$ cat src/rtl/obi_arb_pkg.sv
`default_nettype none
// ============================================================================
//  Module      : obi_arb_pkg
//  Description : Shared types and helpers for the OBI round-robin arbiter.
//                Contents:
//                  - mgr_idx_t   : manager index, sized for up to 8 managers
//                  - arb_state_e : A-channel arbitration state (IDLE/WAIT_GNT)
//                  - rr_pick_t   : result of a round-robin pick
//                  - rr_pick()   : first requester at or after a pointer,
//                                  wrapping modulo the manager count
//  Revision    : 1.0 - initial release
// ============================================================================
package obi_arb_pkg;

    localparam int NUM_MGR_MAX = 8;
    localparam int MGR_IDX_W   = $clog2(NUM_MGR_MAX);

    typedef logic [MGR_IDX_W-1:0] mgr_idx_t;

    typedef enum logic [0:0] {
        IDLE     = 1'b0,
        WAIT_GNT = 1'b1
    } arb_state_e;

    typedef struct packed {
        logic     valid;
        mgr_idx_t idx;
    } rr_pick_t;

    // Scans num candidates starting at ptr. The requests are zero-padded to
    // NUM_MGR_MAX bits so a single function serves every NUM_MGR setting.
    function automatic rr_pick_t rr_pick(
        input logic [NUM_MGR_MAX-1:0] req,
        input mgr_idx_t               ptr,
        input int                     num
    );
        rr_pick_t res;
        int       j;
        res.valid = 1'b0;
        res.idx   = '0;
        for (int i = 0; i < NUM_MGR_MAX; i++) begin
            j = int'(ptr) + i;
            if (j >= num) begin
                j = j - num;
            end
            if ((i < num) && !res.valid && req[j[MGR_IDX_W-1:0]]) begin
                res.valid = 1'b1;
                res.idx   = j[MGR_IDX_W-1:0];
            end
        end
        return res;
    endfunction

endpackage : obi_arb_pkg
`default_nettype wire

$ cat src/rtl/obi_id_fifo.sv
`default_nettype none
// ============================================================================
//  Module      : obi_id_fifo
//  Description : In-order FIFO of granted manager indices. Each entry is one
//                accepted A-channel transaction that still awaits its
//                R-channel response.
//  Ports       : clk_i, reset_ni     - clock, async active-low reset
//                push, push_idx      - enqueue a manager index (ignored if full)
//                pop                 - dequeue the head (ignored if empty)
//                full, empty         - occupancy flags
//                head                - index at the front of the queue
//  Revision    : 1.0 - initial release
// ============================================================================
module obi_id_fifo
    import obi_arb_pkg::*;
#(
    parameter int DEPTH = 4
) (
    input  logic     clk_i,
    input  logic     reset_ni,
    input  logic     push,
    input  mgr_idx_t push_idx,
    input  logic     pop,
    output logic     full,
    output logic     empty,
    output mgr_idx_t head
);

    // A depth of one still needs a 1-bit pointer to keep the array indexable.
    localparam int C_PTR_W = (DEPTH > 1) ? $clog2(DEPTH) : 1;
    localparam int C_CNT_W = $clog2(DEPTH + 1);

    mgr_idx_t             r_mem [DEPTH];
    logic [C_PTR_W-1:0]   r_wr_ptr;
    logic [C_PTR_W-1:0]   r_rd_ptr;
    logic [C_CNT_W-1:0]   r_count;
    logic                 w_push;
    logic                 w_pop;

    assign full   = (r_count == C_CNT_W'(DEPTH));
    assign empty  = (r_count == '0);
    assign head   = r_mem[r_rd_ptr];
    assign w_push = push & ~full;
    assign w_pop  = pop & ~empty;

    function automatic logic [C_PTR_W-1:0] ptr_inc(input logic [C_PTR_W-1:0] p);
        if (p == C_PTR_W'(DEPTH - 1)) begin
            return '0;
        end
        return p + C_PTR_W'(1);
    endfunction

    always_ff @(posedge clk_i or negedge reset_ni) begin
        if (!reset_ni) begin
            r_wr_ptr <= '0;
            r_rd_ptr <= '0;
            r_count  <= '0;
        end else begin
            if (w_push) begin
                r_wr_ptr <= ptr_inc(r_wr_ptr);
            end
            if (w_pop) begin
                r_rd_ptr <= ptr_inc(r_rd_ptr);
            end
            case ({w_push, w_pop})
                2'b10:   r_count <= r_count + C_CNT_W'(1);
                2'b01:   r_count <= r_count - C_CNT_W'(1);
                default: r_count <= r_count;
            endcase
        end
    end

    // Storage is qualified by the pointers and needs no reset.
    always_ff @(posedge clk_i) begin
        if (w_push) begin
            r_mem[r_wr_ptr] <= push_idx;
        end
    end

endmodule : obi_id_fifo
`default_nettype wire

$ cat src/rtl/obi_rr_arbiter.sv
`default_nettype none
// ============================================================================
//  Module      : obi_rr_arbiter
//  Description : Round-robin arbiter sharing one OBI subordinate between
//                NUM_MGR managers. Both channels are combinational; an ID
//                FIFO records the granting order so responses return to the
//                manager that issued them.
//  Ports       : clk_i, reset_ni             - clock, async active-low reset
//                m_req_i/m_gnt_o             - per-manager A handshake
//                m_addr_i/m_we_i/m_be_i/
//                m_wdata_i                   - packed manager A payloads
//                m_rvalid_o/m_rready_i       - per-manager R handshake
//                m_rdata_o/m_err_o           - R payload, broadcast
//                s_req_o/s_gnt_i, s_addr_o,
//                s_we_o/s_be_o/s_wdata_o     - subordinate A-channel
//                s_rvalid_i/s_rready_o,
//                s_rdata_i/s_err_i           - subordinate R-channel
//  Revision    : 1.0 - initial release
// ============================================================================
module obi_rr_arbiter
    import obi_arb_pkg::*;
#(
    parameter int NUM_MGR         = 2,
    parameter int ADDR_WIDTH      = 32,
    parameter int DATA_WIDTH      = 32,
    parameter int MAX_OUTSTANDING = 4
) (
    input  logic                            clk_i,
    input  logic                            reset_ni,
    input  logic [NUM_MGR-1:0]              m_req_i,
    output logic [NUM_MGR-1:0]              m_gnt_o,
    input  logic [NUM_MGR*ADDR_WIDTH-1:0]   m_addr_i,
    input  logic [NUM_MGR-1:0]              m_we_i,
    input  logic [NUM_MGR*DATA_WIDTH/8-1:0] m_be_i,
    input  logic [NUM_MGR*DATA_WIDTH-1:0]   m_wdata_i,
    output logic [NUM_MGR-1:0]              m_rvalid_o,
    input  logic [NUM_MGR-1:0]              m_rready_i,
    output logic [DATA_WIDTH-1:0]           m_rdata_o,
    output logic                            m_err_o,
    output logic                            s_req_o,
    output logic [ADDR_WIDTH-1:0]           s_addr_o,
    output logic                            s_we_o,
    output logic [DATA_WIDTH/8-1:0]         s_be_o,
    output logic [DATA_WIDTH-1:0]           s_wdata_o,
    input  logic                            s_gnt_i,
    input  logic                            s_rvalid_i,
    input  logic [DATA_WIDTH-1:0]           s_rdata_i,
    input  logic                            s_err_i,
    output logic                            s_rready_o
);

    localparam int C_BE_W = DATA_WIDTH / 8;
    localparam int C_RR_W = $clog2(NUM_MGR);

    arb_state_e             r_state;
    arb_state_e             w_state_next;
    mgr_idx_t               r_lock_idx;
    logic [C_RR_W-1:0]      r_rr;
    logic [C_RR_W-1:0]      w_rr_next;
    logic [NUM_MGR_MAX-1:0] w_req_pad;
    rr_pick_t               w_pick;
    mgr_idx_t               w_winner;
    logic                   w_issue;
    logic                   w_push;
    logic                   w_pop;
    logic                   w_full;
    logic                   w_empty;
    mgr_idx_t               w_head;

    always_comb begin
        w_req_pad              = '0;
        w_req_pad[NUM_MGR-1:0] = m_req_i;
    end

    assign w_pick = rr_pick(w_req_pad, mgr_idx_t'(r_rr), NUM_MGR);

    // ------------------------------------------------------------------
    // Arbitration state. WAIT_GNT is the lock: a request that was issued
    // but not yet granted keeps its winner until the subordinate takes it.
    // Full is only consulted when a new request would be issued; a lock
    // already owns a reserved FIFO slot.
    // ------------------------------------------------------------------
    always_ff @(posedge clk_i or negedge reset_ni) begin
        if (!reset_ni) begin
            r_state <= IDLE;
        end else begin
            r_state <= w_state_next;
        end
    end

    always_comb begin
        w_state_next = r_state;
        w_winner     = w_pick.idx;
        w_issue      = 1'b0;
        case (r_state)
            IDLE: begin
                w_issue = w_pick.valid & ~w_full;
                if (w_issue && !s_gnt_i && reset_ni) begin
                    w_state_next = WAIT_GNT;
                end
            end
            WAIT_GNT: begin
                w_winner = r_lock_idx;
                w_issue  = 1'b1;
                if (s_gnt_i) begin
                    w_state_next = IDLE;
                end
            end
            default: begin
                w_state_next = IDLE;
            end
        endcase
        // Nothing leaves the block while reset is asserted.
        w_issue = w_issue & reset_ni;
    end

    assign w_push = w_issue & s_gnt_i;

    always_comb begin
        if (w_winner == mgr_idx_t'(NUM_MGR - 1)) begin
            w_rr_next = '0;
        end else begin
            w_rr_next = C_RR_W'(w_winner + mgr_idx_t'(1));
        end
    end

    always_ff @(posedge clk_i or negedge reset_ni) begin
        if (!reset_ni) begin
            r_rr       <= '0;
            r_lock_idx <= '0;
        end else begin
            if (w_push) begin
                r_rr <= w_rr_next;
            end
            if ((r_state == IDLE) && (w_state_next == WAIT_GNT)) begin
                r_lock_idx <= w_pick.idx;
            end
        end
    end

    // ------------------------------------------------------------------
    // A-channel: mux the winner's slice, zero when nothing is issued.
    // ------------------------------------------------------------------
    always_comb begin
        s_req_o   = w_issue;
        s_addr_o  = '0;
        s_we_o    = 1'b0;
        s_be_o    = '0;
        s_wdata_o = '0;
        m_gnt_o   = '0;
        for (int k = 0; k < NUM_MGR; k++) begin
            if (w_issue && (w_winner == mgr_idx_t'(k))) begin
                s_addr_o   = m_addr_i[k*ADDR_WIDTH +: ADDR_WIDTH];
                s_we_o     = m_we_i[k];
                s_be_o     = m_be_i[k*C_BE_W +: C_BE_W];
                s_wdata_o  = m_wdata_i[k*DATA_WIDTH +: DATA_WIDTH];
                m_gnt_o[k] = s_gnt_i;
            end
        end
    end

    // ------------------------------------------------------------------
    // R-channel: the FIFO head names the destination. With nothing
    // outstanding any response is stray and is absorbed silently; the
    // reset_ni term keeps s_rready_o low while reset is held.
    // ------------------------------------------------------------------
    always_comb begin
        m_rvalid_o = '0;
        s_rready_o = reset_ni;
        if (!w_empty) begin
            s_rready_o = 1'b0;
            for (int k = 0; k < NUM_MGR; k++) begin
                if (w_head == mgr_idx_t'(k)) begin
                    m_rvalid_o[k] = s_rvalid_i;
                    s_rready_o    = m_rready_i[k];
                end
            end
        end
    end

    assign w_pop     = s_rvalid_i & s_rready_o & ~w_empty;
    assign m_rdata_o = s_rdata_i;
    assign m_err_o   = s_err_i;

    obi_id_fifo #(
        .DEPTH (MAX_OUTSTANDING)
    ) u_id_fifo (
        .clk_i    (clk_i),
        .reset_ni (reset_ni),
        .push     (w_push),
        .push_idx (w_winner),
        .pop      (w_pop),
        .full     (w_full),
        .empty    (w_empty),
        .head     (w_head)
    );

endmodule : obi_rr_arbiter
`default_nettype wire
$ cat config.mk
export PLATFORM = sky130hd
export DESIGN_NAME = obi_rr_arbiter
export DESIGN_NICKNAME = d
export VERILOG_FILES = /design/src/rtl/obi_arb_pkg.sv /design/src/rtl/obi_id_fifo.sv /design/src/rtl/obi_rr_arbiter.sv
export SDC_FILE = /design/constraint.sdc
export NUM_CORES = 1
export LEC_CHECK = 0
export CAP_MARGIN = 20
export CORE_AREA = 2 2 113 115
export DETAILED_ROUTE_END_ITERATION = 7
export DIE_AREA = 0 0 115 117
export HOLD_SLACK_MARGIN = 0.12
export RECOVER_POWER = 100
export SYNTH_ARGS = -nofsm -noshare
export SYNTH_HDL_FRONTEND = slang
export SYNTH_SLANG_ARGS = --single-unit
export TNS_END_PERCENT = 100
$ cat constraint.sdc
create_clock -name clk_i -period 3.4 [get_ports clk_i]
set_input_delay 1.02 -clock clk_i [delete_from_list [all_inputs] [get_ports clk_i]]
set_output_delay 1.02 -clock clk_i [all_outputs]
set_load 0.01 [all_outputs]
==> flow_metrics.env <==
export IMPL_fin_ws_ns=0.0478
export IMPL_drive_gt1_share_pct=22.9
export IMPL_path_depth=9
export IMPL_antenna_cells=0
export IMPL_finalSetupViolCount=0
export IMPL_grt_pass1_vias=2901
export IMPL_vias=2977
export IMPL_drt_first_pass_iters=5
export IMPL_slew_violations=0
export IMPL_core_um2=12300
export IMPL_die_area_um2=13500
export IMPL_yosysWarnings=0
export IMPL_io_pins=287
export IMPL_dp_cells=670
export IMPL_drcViolationCount=0
export IMPL_fin_cells=692
export IMPL_worstSetupPathType="primary input to output pin"
export IMPL_worst_clock_skew_ns=0.00224
export IMPL_min_period_over_period_pct=98.6
export IMPL_via_per_inst=4.30
export IMPL_worstPathBufferInverterCount=5
export IMPL_grt_max_degree=32
export IMPL_area_growth_pct=117
export IMPL_cp_required_ns=2.38
export IMPL_synthCells=338
export IMPL_finalHoldViolCount=0
export IMPL_clkLatencyLatePin_ns=0.24
export IMPL_startpoint="m_req_i[0]"
export IMPL_clock_fmax_mhz=298
export IMPL_synth_area_um2=2010
export IMPL_initial_core_util_pct=16.3
export IMPL_drt_initial_drc_count=57
export IMPL_antenna_found_initial=0
export IMPL_fp_row_count=41
export IMPL_antenna_left=0
export IMPL_synth_seq_cells=14
export IMPL_pre_cts_ws_ns=-0.709
export IMPL_critPathMaxFanout=20
export IMPL_clock_sinks=14
export IMPL_cts_tree="built"
export IMPL_path_clk_slew_ns=0.05
export IMPL_rsz0062_at_grt="no"
export IMPL_slowest_stage="o31a_4"
export IMPL_cpPeakStageDelay_ns=0.30
export IMPL_cp_start_kind="primary input"
export IMPL_holdPathStages=1
export IMPL_hpwl_um=6920
export IMPL_root_buffer="clkbuf_16"
export IMPL_syn_nets=524
export IMPL_ctsLongestPathBuffers=2
export IMPL_die_x_um=115
export IMPL_reg2reg_from="u_id_fifo.r_rd_ptr[0]"
export IMPL_period_minus_slack_ns=3.35
export IMPL_rrSetupSlack_ns=0.84
export IMPL_hold_ws_ns=0.486
export IMPL_worst_path_most_repeated_cell="buf_6"
export IMPL_drt_wl_total_um=9670
export IMPL_r2r_cells=9
export IMPL_cts_made_buffers=3
export IMPL_finalNetCount=729
export IMPL_max_cap_violations=0
export IMPL_die_y_um=117
export IMPL_avgSynthCellArea_um2=5.94
export IMPL_io_buffers=220
export IMPL_slew_headroom_pct=55.2
export IMPL_routedWlPerCell_um=14.0
export IMPL_gp_congestion=0.735
export IMPL_worstSetupEndpointType="output pin"
export IMPL_path_delay_family="buffers and inverters"
export IMPL_synth_cell_types=29
export IMPL_cp_cell_sequence="buf_2 -> nor2b_4 -> o31a_4 -> buf_4 -> buf_6 -> buf_6 -> nand2_1 -> a21oi_1 -> clkdlybuf4s15_2"
export IMPL_min_path_type="register to register"
export IMPL_peakVddDrop_uv=191
export IMPL_outcome="completed"
export IMPL_nFillCells=1328
export IMPL_htree_levels=1
export IMPL_seq_area_frac_synth_pct=18.4
export IMPL_grt_pass1_wl_um=14400
export IMPL_layout_common_cells="clkdlybuf4s50_1, nand2_1, a21oi_1, clkbuf_2, clkbuf_1"
export IMPL_cp_arrival_ns=2.33
export IMPL_track_usage_pct=13.2
export IMPL_layout_commonest_cell="clkdlybuf4s50_1"
export IMPL_tightest_slew_ns=0.656
export IMPL_powerDensity_nw_per_um2=434
export IMPL_endpoint="s_addr_o[29]"
export IMPL_overflow=0
export IMPL_r2r_end="u_id_fifo.r_count[2]"
export IMPL_power_leakage_uw=0.00192
==> logic make-up (layout without fill, tap and decap cells) <==
family | count (synthesis) | count (layout) | synth area share (%)
multiplexers | 7 | 7 | 4.36
AO/OA/AOI/OAI | 77 | 77 | 20.0
flip-flops | 14 | 14 | 18.4
buffers and inverters | 67 | 271 | 19.6
AND/OR/NAND/NOR | 163 | 163 | 31.6
XOR/XNOR | 3 | 3 | 1.31
adder cells (fa/ha/maj) | 7 | 7 | 4.74
==> metal layers <==
| metal | GRT usage, % | up-vias | part of all wire (%) |
|---|---|---|---|
| li1 | - | 1464 | - |
| met1 | 16.4 | 1344 | 41 |
| met2 | 23.9 | 151 | 50 |
| met3 | 2.27 | 18 | 7.7 |
| met4 | 3.05 | 0 | 1.4 |
| met5 | 0 | - | 0 |
==> cell usage after synthesis <==
library cell,count,area (µm²)
a21oi_1,69,345
buf_4,33,248
buf_2,14,70.1
nor3b_1,1,7.51
edfxtp_1,4,120
o21ai_1,1,5.00
mux2_1,2,22.5
o21ai_0,4,20.0
nand2_1,143,537
a2111oi_2,1,15.0
mux2_2,2,22.5
fa_1,1,20.0
nand3_1,1,5.00
nor2b_1,1,6.26
inv_1,10,37.5
mux2i_1,2,20.0
mux4_2,1,22.5
nor2_1,11,41.3
and3_1,1,6.26
ha_1,6,75.1
clkbuf_1,8,30.0
dfrtp_1,10,250
and2_1,4,25.0
xnor2_1,1,8.76
or3_1,1,6.26
o31a_1,1,8.76
inv_2,2,7.51
o211ai_1,1,7.51
xor2_1,2,17.5
==> repair_timing <==
| item | 4_1_cts | 5_1_grt |
|---|---|---|
| endpoints found under the hold margin | 0 | 0 |
| cloned | 6 | 0 |
| endpoints found under the setup margin | 73 | 49 |
| pin swaps | 13 | 2 |
| hold buffers | 0 | 0 |
| buffers inserted | 12 | 2 |
| gates resized for setup | 336 | 5 |
==> per-stage QoR <==
step	util (%)	power, µW	TNS [ns]	instance area, µm²
global placement	34.5	1490	-44.19	4250
global route	35.4	2050	0	4360
CTS	35.9	1970	0	4420
finish	35.4	1890	0	4360
floorplan	-	928	0	2010
detailed placement	34.5	1520	-44.45	4250
==> worst min-delay path by stage <==
stage | start | slack, ns | endpoint
5_1_grt | u_id_fifo.r_count[2] | 0.50 | u_id_fifo.r_count[2]
4_1_cts | u_id_fifo.r_count[2] | 0.48 | u_id_fifo.r_count[2]
3_5_place_dp | u_id_fifo.r_count[2] | 0.47 | u_id_fifo.r_count[2]
6_report | u_id_fifo.r_count[2] | 0.49 | u_id_fifo.r_count[2]
2_1_floorplan | u_id_fifo.r_count[2] | 0.45 | u_id_fifo.r_count[2]
3_3_place_gp | u_id_fifo.r_count[2] | 0.46 | u_id_fifo.r_count[2]
==> registers in the layout, summed over array words and instances (netlist names) <==
name / cells
u_id_fifo.r_rd_ptr: 2
r_state: 1
u_id_fifo.r_mem: 4
u_id_fifo.r_count: 3
u_id_fifo.r_wr_ptr: 2
r_lock_idx: 1
r_rr: 1
==> layout make-up <==
cell class	instances	area [µm²]	share of cell area [%]
Clock buffer	3	75.1	1.72
Clock inverter	1	3.75	0.0861
Inverter	12	50.0	1.15
Multi-Input combinational cell	257	1390	31.8
Sequential cell	14	370	8.50
Tap cell	150	188	4.31
Timing Repair Buffer	255	2290	52.5
==> report_power, final <==
part | leakage [µW] | switching [µW] | internal (µW)
clock network | 0.0000385 | 64.5 | 155
logic | 0.00173 | 681 | 696
registers | 0.000157 | 57.3 | 238
total | 0.00192 | 803 | 1090
Power figures use the tool's default switching activity.
